$ cat config.mk
export PLATFORM = sky130hd
export DESIGN_NAME = axis_frame_length_adjust
export DESIGN_NICKNAME = d
export VERILOG_FILES = /design/src/rtl/axis_frame_length_adjust.sv
export SDC_FILE = /design/constraint.sdc
export NUM_CORES = 1
export LEC_CHECK = 0
export BUFFER_PORTS_ARGS = -buffer_cell sky130_fd_sc_hd__buf_2
export CORE_MARGIN = 2
export CORE_UTILIZATION = 58
export CTS_CLUSTER_SIZE = 24
export DETAILED_ROUTE_END_ITERATION = 7
export MAX_ROUTING_LAYER = met4
export PLACE_DENSITY_LB_ADDON = 0.08
export SLEW_MARGIN = 20
export SYNTH_ARGS = -nofsm -noshare
export SYNTH_HDL_FRONTEND = slang
export SYNTH_SLANG_ARGS = --single-unit
export TNS_END_PERCENT = 50
$ cat constraint.sdc
create_clock -name clk -period 9.9 [get_ports clk]
set_input_delay 1.485 -clock clk [delete_from_list [all_inputs] [get_ports clk]]
set_output_delay 1.485 -clock clk [all_outputs]
set_load 0.1 [all_outputs]
$ cat src/rtl/axis_frame_length_adjust.sv
// AXI-Stream frame length adjuster: pads short frames with zero bytes up to LENGTH_MIN and
// truncates long frames at LENGTH_MAX, reporting per-frame length/pad/truncate status.
module axis_frame_length_adjust #(
  parameter int DATA_WIDTH = 64,
  parameter int KEEP_WIDTH = DATA_WIDTH / 8,
  parameter int LENGTH_MIN = 64,
  parameter int LENGTH_MAX = 1522
) (
  input  logic                  clk,
  input  logic                  rst,

  input  logic [DATA_WIDTH-1:0] input_axis_tdata,
  input  logic [KEEP_WIDTH-1:0] input_axis_tkeep,
  input  logic                  input_axis_tvalid,
  output logic                  input_axis_tready,
  input  logic                  input_axis_tlast,
  input  logic                  input_axis_tuser,

  output logic [DATA_WIDTH-1:0] output_axis_tdata,
  output logic [KEEP_WIDTH-1:0] output_axis_tkeep,
  output logic                  output_axis_tvalid,
  input  logic                  output_axis_tready,
  output logic                  output_axis_tlast,
  output logic                  output_axis_tuser,

  output logic                  status_valid,
  input  logic                  status_ready,
  output logic [15:0]           status_frame_len,
  output logic                  status_frame_pad,
  output logic                  status_frame_truncate,
  output logic                  status_frame_user
);

  localparam logic [16:0] MaxLen    = 17'(LENGTH_MAX);
  localparam logic [16:0] MinLen    = 17'(LENGTH_MIN);
  localparam logic [15:0] KeepBytes = 16'(KEEP_WIDTH);

  typedef enum logic [1:0] {StTransfer, StPad, StTruncate} state_e;

  state_e state_q, state_d;

  logic [15:0] count_q, count_d;
  logic        pad_user_q, pad_user_d;
  logic [15:0] pad_len_q, pad_len_d;

  logic        status_valid_q;
  logic [15:0] status_len_q;
  logic        status_pad_q, status_trunc_q, status_user_q;
  logic        status_load;
  logic [15:0] load_len;
  logic        load_pad, load_trunc, load_user;

  logic                  int_valid;
  logic [DATA_WIDTH-1:0] int_data;
  logic [KEEP_WIDTH-1:0] int_keep;
  logic                  int_last, int_user;

  logic                  out_valid_q, out_last_q, out_user_q;
  logic [DATA_WIDTH-1:0] out_data_q;
  logic [KEEP_WIDTH-1:0] out_keep_q;
  logic                  skid_valid_q, skid_last_q, skid_user_q;
  logic [DATA_WIDTH-1:0] skid_data_q;
  logic [KEEP_WIDTH-1:0] skid_keep_q;
  logic                  out_free;

  logic [15:0] beat_bytes;
  logic [16:0] sum, pad_fill;
  logic [15:0] sum_sat;
  logic        slot_free, in_ok, in_fire;
  logic        cross_max, pad_final;

  function automatic logic [KEEP_WIDTH-1:0] keep_mask(input logic [15:0] n);
    logic [KEEP_WIDTH-1:0] m;
    m = '0;
    for (int i = 0; i < KEEP_WIDTH; i++) begin
      m[i] = (n > 16'(i));
    end
    return m;
  endfunction

  always_comb begin
    beat_bytes = '0;
    for (int i = 0; i < KEEP_WIDTH; i++) begin
      beat_bytes = beat_bytes + 16'(input_axis_tkeep[i]);
    end
  end

  assign sum       = {1'b0, count_q} + {1'b0, beat_bytes};
  assign sum_sat   = sum[16] ? 16'hFFFF : sum[15:0];
  assign pad_fill  = {1'b0, count_q} + {1'b0, KeepBytes};
  assign pad_final = (pad_fill >= MinLen);
  // Status slot must be free before accepting any beat that can close a frame.
  assign slot_free = ~status_valid_q | status_ready;
  assign in_ok     = ~rst & (~input_axis_tlast | slot_free);
  assign in_fire   = input_axis_tvalid & input_axis_tready;
  // A beat filling exactly to LENGTH_MAX without tlast has to close the output frame now:
  // with one-cycle latency there is no chance to wait and see whether tlast follows.
  assign cross_max = (sum > MaxLen) | (~input_axis_tlast & (sum == MaxLen));
  assign out_free  = ~out_valid_q | output_axis_tready;

  always_ff @(posedge clk) begin
    if (rst) begin
      state_q <= StTransfer;
    end else begin
      state_q <= state_d;
    end
  end

  always_comb begin
    state_d = state_q;
    unique case (state_q)
      StTransfer: begin
        if (in_fire) begin
          if (cross_max) begin
            if (!input_axis_tlast) state_d = StTruncate;
          end else if (input_axis_tlast && sum < MinLen && !pad_final) begin
            state_d = StPad;
          end
        end
      end
      StPad: begin
        if (!skid_valid_q && pad_final) state_d = StTransfer;
      end
      StTruncate: begin
        if (in_fire && input_axis_tlast) state_d = StTransfer;
      end
      default: state_d = StTransfer;
    endcase
  end

  always_comb begin
    input_axis_tready = 1'b0;
    int_valid   = 1'b0;
    int_data    = input_axis_tdata;
    int_keep    = input_axis_tkeep;
    int_last    = 1'b0;
    int_user    = input_axis_tuser;
    count_d     = count_q;
    pad_user_d  = pad_user_q;
    pad_len_d   = pad_len_q;
    status_load = 1'b0;
    load_len    = sum_sat;
    load_pad    = 1'b0;
    load_trunc  = 1'b0;
    load_user   = input_axis_tuser;
    unique case (state_q)
      StTransfer: begin
        input_axis_tready = in_ok & ~skid_valid_q;
        if (in_fire) begin
          int_valid = 1'b1;
          if (cross_max) begin
            int_keep = input_axis_tkeep & keep_mask(16'(LENGTH_MAX) - count_q);
            int_last = 1'b1;
            int_user = 1'b1;
            if (input_axis_tlast) begin
              status_load = 1'b1;
              load_trunc  = 1'b1;
              load_user   = 1'b1;
              count_d     = '0;
            end else begin
              count_d = sum_sat;
            end
          end else if (input_axis_tlast) begin
            if (sum >= MinLen) begin
              int_last    = 1'b1;
              status_load = 1'b1;
              count_d     = '0;
            end else begin
              for (int i = 0; i < KEEP_WIDTH; i++) begin
                if (!input_axis_tkeep[i]) int_data[8*i +: 8] = '0;
              end
              int_keep = keep_mask(16'(LENGTH_MIN) - count_q);
              if (pad_final) begin
                int_last    = 1'b1;
                status_load = 1'b1;
                load_pad    = 1'b1;
                count_d     = '0;
              end else begin
                int_user   = 1'b0;
                count_d    = pad_fill[15:0];
                pad_user_d = input_axis_tuser;
                pad_len_d  = sum_sat;
              end
            end
          end else begin
            count_d = sum_sat;
          end
        end
      end
      StPad: begin
        int_data = '0;
        int_user = 1'b0;
        if (!skid_valid_q) begin
          int_valid = 1'b1;
          if (pad_final) begin
            int_keep    = keep_mask(16'(LENGTH_MIN) - count_q);
            int_last    = 1'b1;
            int_user    = pad_user_q;
            status_load = 1'b1;
            load_len    = pad_len_q;
            load_pad    = 1'b1;
            load_user   = pad_user_q;
            count_d     = '0;
          end else begin
            int_keep = '1;
            count_d  = pad_fill[15:0];
          end
        end
      end
      StTruncate: begin
        input_axis_tready = in_ok;
        if (in_fire) begin
          if (input_axis_tlast) begin
            status_load = 1'b1;
            load_trunc  = (sum > MaxLen);
            load_user   = 1'b1;
            count_d     = '0;
          end else begin
            count_d = sum_sat;
          end
        end
      end
      default: ;
    endcase
  end

  always_ff @(posedge clk) begin
    if (rst) begin
      count_q    <= '0;
      pad_user_q <= 1'b0;
      pad_len_q  <= '0;
    end else begin
      count_q    <= count_d;
      pad_user_q <= pad_user_d;
      pad_len_q  <= pad_len_d;
    end
  end

  always_ff @(posedge clk) begin
    if (rst) begin
      status_valid_q <= 1'b0;
      status_len_q   <= '0;
      status_pad_q   <= 1'b0;
      status_trunc_q <= 1'b0;
      status_user_q  <= 1'b0;
    end else if (status_load) begin
      status_valid_q <= 1'b1;
      status_len_q   <= load_len;
      status_pad_q   <= load_pad;
      status_trunc_q <= load_trunc;
      status_user_q  <= load_user;
    end else if (status_ready) begin
      status_valid_q <= 1'b0;
    end
  end

  // Output register plus one-entry skid buffer; the skid drains before new beats are taken.
  always_ff @(posedge clk) begin
    if (rst) begin
      out_valid_q  <= 1'b0;
      out_data_q   <= '0;
      out_keep_q   <= '0;
      out_last_q   <= 1'b0;
      out_user_q   <= 1'b0;
      skid_valid_q <= 1'b0;
      skid_data_q  <= '0;
      skid_keep_q  <= '0;
      skid_last_q  <= 1'b0;
      skid_user_q  <= 1'b0;
    end else if (skid_valid_q) begin
      if (out_free) begin
        out_valid_q  <= 1'b1;
        out_data_q   <= skid_data_q;
        out_keep_q   <= skid_keep_q;
        out_last_q   <= skid_last_q;
        out_user_q   <= skid_user_q;
        skid_valid_q <= 1'b0;
      end
    end else if (int_valid) begin
      if (out_free) begin
        out_valid_q <= 1'b1;
        out_data_q  <= int_data;
        out_keep_q  <= int_keep;
        out_last_q  <= int_last;
        out_user_q  <= int_user;
      end else begin
        skid_valid_q <= 1'b1;
        skid_data_q  <= int_data;
        skid_keep_q  <= int_keep;
        skid_last_q  <= int_last;
        skid_user_q  <= int_user;
      end
    end else if (output_axis_tready) begin
      out_valid_q <= 1'b0;
    end
  end

  assign output_axis_tvalid    = out_valid_q;
  assign output_axis_tdata     = out_data_q;
  assign output_axis_tkeep     = out_keep_q;
  assign output_axis_tlast     = out_last_q;
  assign output_axis_tuser     = out_user_q;

  assign status_valid          = status_valid_q;
  assign status_frame_len      = status_len_q;
  assign status_frame_pad      = status_pad_q;
  assign status_frame_truncate = status_trunc_q;
  assign status_frame_user     = status_user_q;

endmodule

-- Yosys cells after proc, flatten, opt, wreduce, memory -nomap -nowiden
Cells that the tools add are included.
- magnitude comparators: 20
- reduce and logical (&&, ||, !) cells: 16
- multiplexer cells: 104
- bitwise gates (word level): 17
- equality and inequality tests: 10
- $add $sub $neg: 11
- operators with widths (kind ; number):
    2-to-1 mux 64 bit ; 8
    2-to-1 mux 16 bit ; 12
    2-to-1 mux 8 bit ; 17
    greater-than comparator 16 x 3 -> 1 bit, second input constant ; 8
    one-hot mux 64 bit (2 select lines) ; 1
    greater-than comparator 16 x 1 -> 1 bit, second input constant ; 4
    greater-than comparator 16 x 2 -> 1 bit, second input constant ; 4
    2-to-1 mux 1 bit ; 49
    one-hot mux 16 bit (3 select lines) ; 1
    >= comparator 17 x 7 -> 1 bit, second input constant ; 2
    adder 16 x 4 -> 17 bit, second input constant ; 1
    adder 16 x 8 -> 17 bit ; 1
    equality test 17 x 11 -> 1 bit, second input constant ; 1
    greater-than comparator 17 x 11 -> 1 bit, second input constant ; 1
    < comparator 17 x 7 -> 1 bit, second input constant ; 1
    one-hot mux 8 bit (2 select lines) ; 1
    subtractor 11 x 16 -> 16 bit, first input constant ; 1
    subtractor 7 x 16 -> 16 bit, first input constant ; 1
    2-to-1 mux 2 bit ; 6
    one-hot mux 1 bit (2 select lines) ; 6
    inequality test 2 bit, second input constant ; 5
    AND reduction 5 bit ; 2
    adder 7 x 1 -> 8 bit ; 1
    bitwise AND 8 bit ; 1
    22 further kinds ; 43
- word-level logic and storage cells: 197
- bits of input ports: 79
- bits in registers: 205

-- Depth between registers and ports, before layout
- depth after elaboration: 17
- depth in mapped cells: 17
- depth with buffers taken out: 16

-- Least setup slack after synthesis
OpenSTA, ideal clock, no wires.
- path type: input-to-reg
- start point: input input_axis_tkeep[0]
- end point: register status_len_q[13], in the netlist status_frame_len[13]
- stages: 17
- setup slack: 3660 ps
- setup time: 128 ps
- arrival: 6113 ps
- data required time: 9772 ps
- cell sequence: fa_1 inv_1 fa_1 fa_1 fa_1 inv_1 fa_1 a21o_1 a21oi_1 nor3_1 and3_1 o2111ai_1 nor3_1 a221oi_1 clkbuf_1 mux2i_1 nor2_1
- cells in the longest elaborated chain, start to end: 14
- RTL lines (element ; line ; source):
    from (decl) ; 13 ; input logic [KEEP_WIDTH-1:0] input_axis_tkeep,
    adder 1 x 1 -> 2 bit * ; 84 ; beat_bytes = beat_bytes + 16'(input_axis_tkeep[i]);
    adder 2 x 1 -> 3 bit * ; 84 ;
    adder 3 x 1 -> 4 bit * ; 84 ;
    adder 4 x 1 -> 5 bit * ; 84 ;
    adder 5 x 1 -> 6 bit * ; 84 ;
    adder 6 x 1 -> 7 bit * ; 84 ;
    adder 7 x 1 -> 8 bit * ; 84 ;
    adder 16 x 8 -> 17 bit * ; 88 ; assign sum = {1'b0, count_q} + {1'b0, beat_bytes};
    >= comparator 17 x 7 -> 1 bit / equality test 17 x 11 -> 1 bit (equally long branches) ; 164, 98 ;
    2-to-1 mux 1 bit / bitwise AND 1 bit (equally long branches) ; 164, 98 ;
    2-to-1 mux 1 bit / bitwise OR 1 bit (equally long branches) ; 163, 98 ;
    2-to-1 mux 1 bit ; 151 ; if (cross_max) begin
    2-to-1 mux 1 bit ; 149 ; if (in_fire) begin
    one-hot mux 1 bit (3 select lines) ; 146 ; unique case (state_q)
    to (signal assigned) ; 248 ; status_len_q <= load_len;
    to (decl) ; 47 ; logic [15:0] status_len_q;
Every way passes the cells marked *; elsewhere a longest branch is shown, timed or not.
A chain may end at the register's enable or synchronous reset.

-- Worst setup path after layout
- start point: input input_axis_tkeep[0]
- end point: register pad_len_q[9]
- cells in the longest elaborated chain, start to end: 13
- RTL lines (element ; line ; source):
    adder 1 x 1 -> 2 bit * ; 84 ;
    adder 2 x 1 -> 3 bit * ; 84 ;
    adder 3 x 1 -> 4 bit * ; 84 ;
    adder 4 x 1 -> 5 bit * ; 84 ;
    adder 5 x 1 -> 6 bit * ; 84 ;
    adder 6 x 1 -> 7 bit * ; 84 ;
    adder 7 x 1 -> 8 bit * ; 84 ;
    adder 16 x 8 -> 17 bit * ; 88 ;
    branches (longest 5 deep; another with greater-than comparator 17 x 11 -> 1 bit) ; n/a ;
    to (signal assigned) ; 235 ; pad_len_q <= pad_len_d;
    to (decl) ; 44 ; logic [15:0] pad_len_q, pad_len_d;
Every way passes the cells marked *.

==> impl_summary.log <==
[metrics] total leakage power: 0.004885 µW
[metrics] status: finished clean
[metrics] Crit path buffers/inverters: 4
[metrics] FF/Latch Area: approximately 4000 µm²
[metrics] total area of multi-input combinational cells: 5789 µm²
[metrics] Max Transition Viols Final: 0
[metrics] Netlist Area Pre-Place: 10390 µm²
[metrics] register bit total from synthesis: a little over 200
[metrics] antenna violations before repair: 1
[metrics] category of cells accounting for the largest share of critical-path delay: simple AND/OR/NAND/NOR gates
[metrics] fin crit share: 68.40%
[metrics] register share of total power: approximately 37%
[metrics] pre-CTS worst setup slack: about 2.7 ns
[metrics] post-CTS setup buffer count: 0
[metrics] Core Util, Final: between 60 and 70%
[metrics] Die Footprint: 18990 µm²
[metrics] cell accounting for the most synthesized area: sky130_fd_sc_hd__dfxtp_1
[metrics] number of distinct library cells after synthesis: 73
[metrics] Main synth FF type: sky130_fd_sc_hd__dfxtp_1
[metrics] power density over cell area: roughly 210 nW/µm²
[metrics] top cells by count, synth: 212 x sky130_fd_sc_hd__nor2_1, 205 x sky130_fd_sc_hd__dfxtp_1, 96 x sky130_fd_sc_hd__clkbuf_1
[metrics] Max Cap Violations: 0
[metrics] largest clock skew in the final design: 0.01273 ns
[metrics] first-pass GRT wire length: 48.87 mm
[metrics] part of the total power dissipated in the clock network: a little under 30%
[metrics] GRT Total Usage: 32.73%
[metrics] worst setup path category: in -> reg
[metrics] worst r2r dst: pad_len_q[9]$_SDFFE_PP0P_
[metrics] Max FO, Critical Path: 13
[metrics] switching power: 1050 µW
[metrics] largest net degree at the start of global routing: about 100
[metrics] number of buffers created by CTS: 22
[metrics] horizontal die dimension: 137.8 µm
[metrics] Fin Setup TNS: 0 ns
[metrics] synthesized net count: 1370
[metrics] gpl congestion: 0.9956
[metrics] combinational power share: 33.7%
[metrics] later-pin clock latency in the skew report: 0.51 ns
[metrics] portion of the post-synthesis area used by sequential elements: just under 40%
[metrics] required time of the worst setup path: between 10 and 15 ns
[metrics] share of the synthesized area in the top cell type: 39.51%
[metrics] VDD IR max: 0.2430 mV
[metrics] maximum root-to-sink buffer count: 3
[metrics] series of cell instances along the critical path: buf_2 -> fa_1 -> inv_1 -> fa_1 -> fa_1 -> fa_1 -> inv_1 -> fa_1 -> a21o_1 -> a21oi_1 -> nor3_1 -> nor2_1 -> o2111ai_1 -> buf_4 -> or4_1 -> nor2_1 -> nor2_1 -> and2_1
[metrics] beginning of the worst register-to-register path: count_q[0]$_SDFFE_PP0P_
[metrics] number of nets in the layout: 1476
[metrics] Max-Slew Margin vs Limit: a little under a third
[metrics] net switching fraction of the power: 40.94%
[metrics] termination of the worst setup path: pad_len_q[9]$_SDFFE_PP0P_
[metrics] clock tree from TritonCTS: done
[metrics] delay contributed by the slowest stage of the critical path: 0.65 ns
[metrics] cell count along the critical path: 18
[metrics] post-route ant nets: 0
[metrics] setup repair after global routing missed its margin: false
[metrics] Worst Path Arrival: between 7 and 8 ns
[metrics] count of final setup violators: 0
[metrics] top post-synthesis cells by area: sky130_fd_sc_hd__dfxtp_1 40%, sky130_fd_sc_hd__nor2_1 7.7%, sky130_fd_sc_hd__a221oi_1 5.6%
[metrics] class of the tightest hold or removal check: reg -> reg
[metrics] core box area: 17420 µm²
[metrics] share of flip-flops with an asynchronous set or reset: 0%
[metrics] remaining routing DRC violations: 0
[metrics] cell count of the worst reg-to-reg path: 16
[metrics] vias in the first global route: roughly 9400
[metrics] Worst Setup Slack, final: roughly 3.1 ns
[metrics] final critical-path required period: 6.772 ns
[metrics] synthesis-to-layout area growth: 14.93%
[metrics] Vert. Die Dim: ~140 µm
[metrics] transition time of the tightest slew-check pin: 1.016 ns
[metrics] count of yosys warnings during synthesis: 0
[metrics] crit end category: flip-flop
[metrics] Overflow after GRT: 0
[metrics] Avg Vias per Cell: 6.393
[metrics] worst-path cell with the longest stage delay: sky130_fd_sc_hd__nor2_1
[metrics] synthesized instance count: 1266
[metrics] Placement Rows: 48
[metrics] DR WL/cell: 19.20 µm
[metrics] cell with the most instances on the worst path: sky130_fd_sc_hd__fa_1
[metrics] Clock Sinks: around 200
[metrics] Max Fclk: between 100 and 150 MHz
[metrics] worst reg-to-reg setup slack: 3.82 ns
[metrics] most common cell in the synthesized netlist: sky130_fd_sc_hd__nor2_1
[metrics] initial drt markers: 959
[metrics] average size of a mapped cell: 8.204 µm²
[metrics] Fill cells: 1477
[metrics] total half-perimeter wirelength after legalization and detailed placement: 20.71 mm
[metrics] fraction of layout instances using a drive strength above 1: 17.45%
[metrics] number of hold buffers added after CTS: 0
[metrics] total vias in the final route: ~10000
[metrics] count of endpoints failing hold in the final timing report: 0
[metrics] Routed WL: 31.00 mm
[metrics] I/O Buffers: 174
[metrics] Clock Pin Slew Worst Setup and Hold Paths: 0.06 ns
[metrics] number of flops mapped to enable cells by yosys: 0
[metrics] startpoint type of the worst setup path: input pin
[metrics] top-level I/O count: 175
[metrics] H-tree level count: 1
[metrics] cell-internal power: 1514 µW
[metrics] Starting Density: between 50% and 60%
[metrics] CTS root buffer: sky130_fd_sc_hd__clkbuf_16
[metrics] number of detailed-routing iterations run before antenna repair: 5
[metrics] Critical Path Source: input_axis_tkeep[0]
[metrics] CTS resizes: 0
## stage by stage
| stage | cells | total power (µW) | instance area, µm² | hold slack, ns |
|---|---|---|---|---|
| detailed placement | 1573 | 1807 | 11260 | 0.4474 |
| floorplan | 1266 | 1638 | 10390 | 0.4257 |
| global placement | 1573 | 1801 | 11260 | 0.4382 |
| finish | 1614 | 2564 | 11940 | 0.4634 |
| CTS | 1612 | 2569 | 11930 | 0.4661 |
| global route | 1613 | 2669 | 11930 | 0.4853 |
## worst min path at each step
stage | startpoint | to | slack, ns | cells after the start
finish | output_axis_tkeep[5]$_SDFFE_PP0P_ | output_axis_tkeep[5]$_SDFFE_PP0P_ | 0.46 | 2
floorplan | pad_len_q[11]$_SDFFE_PP0P_ | pad_len_q[11]$_SDFFE_PP0P_ | 0.43 | 1
global placement | pad_len_q[15]$_SDFFE_PP0P_ | pad_len_q[15]$_SDFFE_PP0P_ | 0.44 | 1
detailed placement | pad_len_q[13]$_SDFFE_PP0P_ | pad_len_q[13]$_SDFFE_PP0P_ | 0.45 | 1
global route | status_frame_len[10]$_SDFFE_PP0P_ | status_frame_len[10]$_SDFFE_PP0P_ | 0.49 | 2
CTS | pad_len_q[10]$_SDFFE_PP0P_ | pad_len_q[10]$_SDFFE_PP0P_ | 0.47 | 1
## logic make-up (layout without fill, tap and decap cells)
kind of cell             count (synthesis)  in the layout  synth area share [%]
buffers and inverters                  137            258                 5.060
AND/OR/NAND/NOR                        494            494                 22.27
AO/OA/AOI/OAI                          364            364                 26.02
multiplexers                            17             17                 1.735
adder cells (fa/ha/maj)                 25             25                 3.373
flip-flops                             205            205                 39.51
XOR/XNOR                                24             24                 2.024
other                                    0              2                     0
## sequential cells by signal, indices dropped and copies added, names as in the netlist
name / cells
count_q: 16
output_axis_tdata: 64
output_axis_tkeep: 8
output_axis_tlast: 1
output_axis_tuser: 1
output_axis_tvalid: 1
pad_len_q: 16
pad_user_q: 1
skid_data_q: 64
skid_keep_q: 8
skid_last_q: 1
skid_user_q: 1
skid_valid_q: 1
state_q: 2
status_frame_len: 16
status_frame_pad: 1
status_frame_truncate: 1
status_frame_user: 1
status_valid: 1
## power by group through the flow
stage	combinational, µW	sequential (µW)	clock (µW)
floorplan	329	1310	0
CTS	860	936	772
global placement	850	951	0
global route	918	944	807
detailed placement	855	953	0
finish	865	937	762
## worst register-to-register path, cell delays in order (launching register included)
cell                        delay [ns]
sky130_fd_sc_hd__dfxtp_1          0.62
sky130_fd_sc_hd__inv_1            0.29
sky130_fd_sc_hd__fa_1             0.53
sky130_fd_sc_hd__fa_1             0.51
sky130_fd_sc_hd__fa_1             0.18
sky130_fd_sc_hd__inv_1            0.06
sky130_fd_sc_hd__fa_1             0.41
sky130_fd_sc_hd__a21o_1           0.20
sky130_fd_sc_hd__a21oi_1          0.59
sky130_fd_sc_hd__nor3_1           0.22
sky130_fd_sc_hd__nor2_1           0.19
sky130_fd_sc_hd__o2111ai_1        0.15
sky130_fd_sc_hd__buf_4            0.22
sky130_fd_sc_hd__or4_1            0.63
sky130_fd_sc_hd__nor2_1           0.65
sky130_fd_sc_hd__nor2_1           0.28
sky130_fd_sc_hd__and2_1           0.25
## metal layers
layer	up-vias	share of wire, %	global-route usage (%)
li1	4922	-	-
met1	4865	43	43.76
met3	75	7.3	4.525
met5	-	0	-
met4	0	3.3	11.68
met2	456	47	50.86
## layout by cell type, fill, tap and decap left out, types with 26 or more instances in the layout
master | netlist | final
sky130_fd_sc_hd__nor3_1 | 93 | 93
sky130_fd_sc_hd__a221oi_1 | 66 | 65
sky130_fd_sc_hd__nand2_1 | 61 | 60
sky130_fd_sc_hd__nand3_1 | 29 | 29
sky130_fd_sc_hd__a21oi_1 | 50 | 50
sky130_fd_sc_hd__a211oi_1 | 26 | 26
sky130_fd_sc_hd__dfxtp_1 | 205 | 204
sky130_fd_sc_hd__inv_1 | 33 | 33
sky130_fd_sc_hd__nor2_1 | 212 | 212
sky130_fd_sc_hd__a22oi_1 | 73 | 73
sky130_fd_sc_hd__buf_2 | 3 | 173
sky130_fd_sc_hd__o21ai_0 | 28 | 28
## cell type report
class	count	share of cell area (%)
multi-input cells	924	48.50
flip-flops and latches	205	34.39
repair buffers	185	8.040
clock buffers	32	5.178
well taps	225	2.359
inverters	34	1.069
clock inverters	7	0.4193
diodes	2	0.04193
Note: power is estimated with default switching activity, not from simulation.
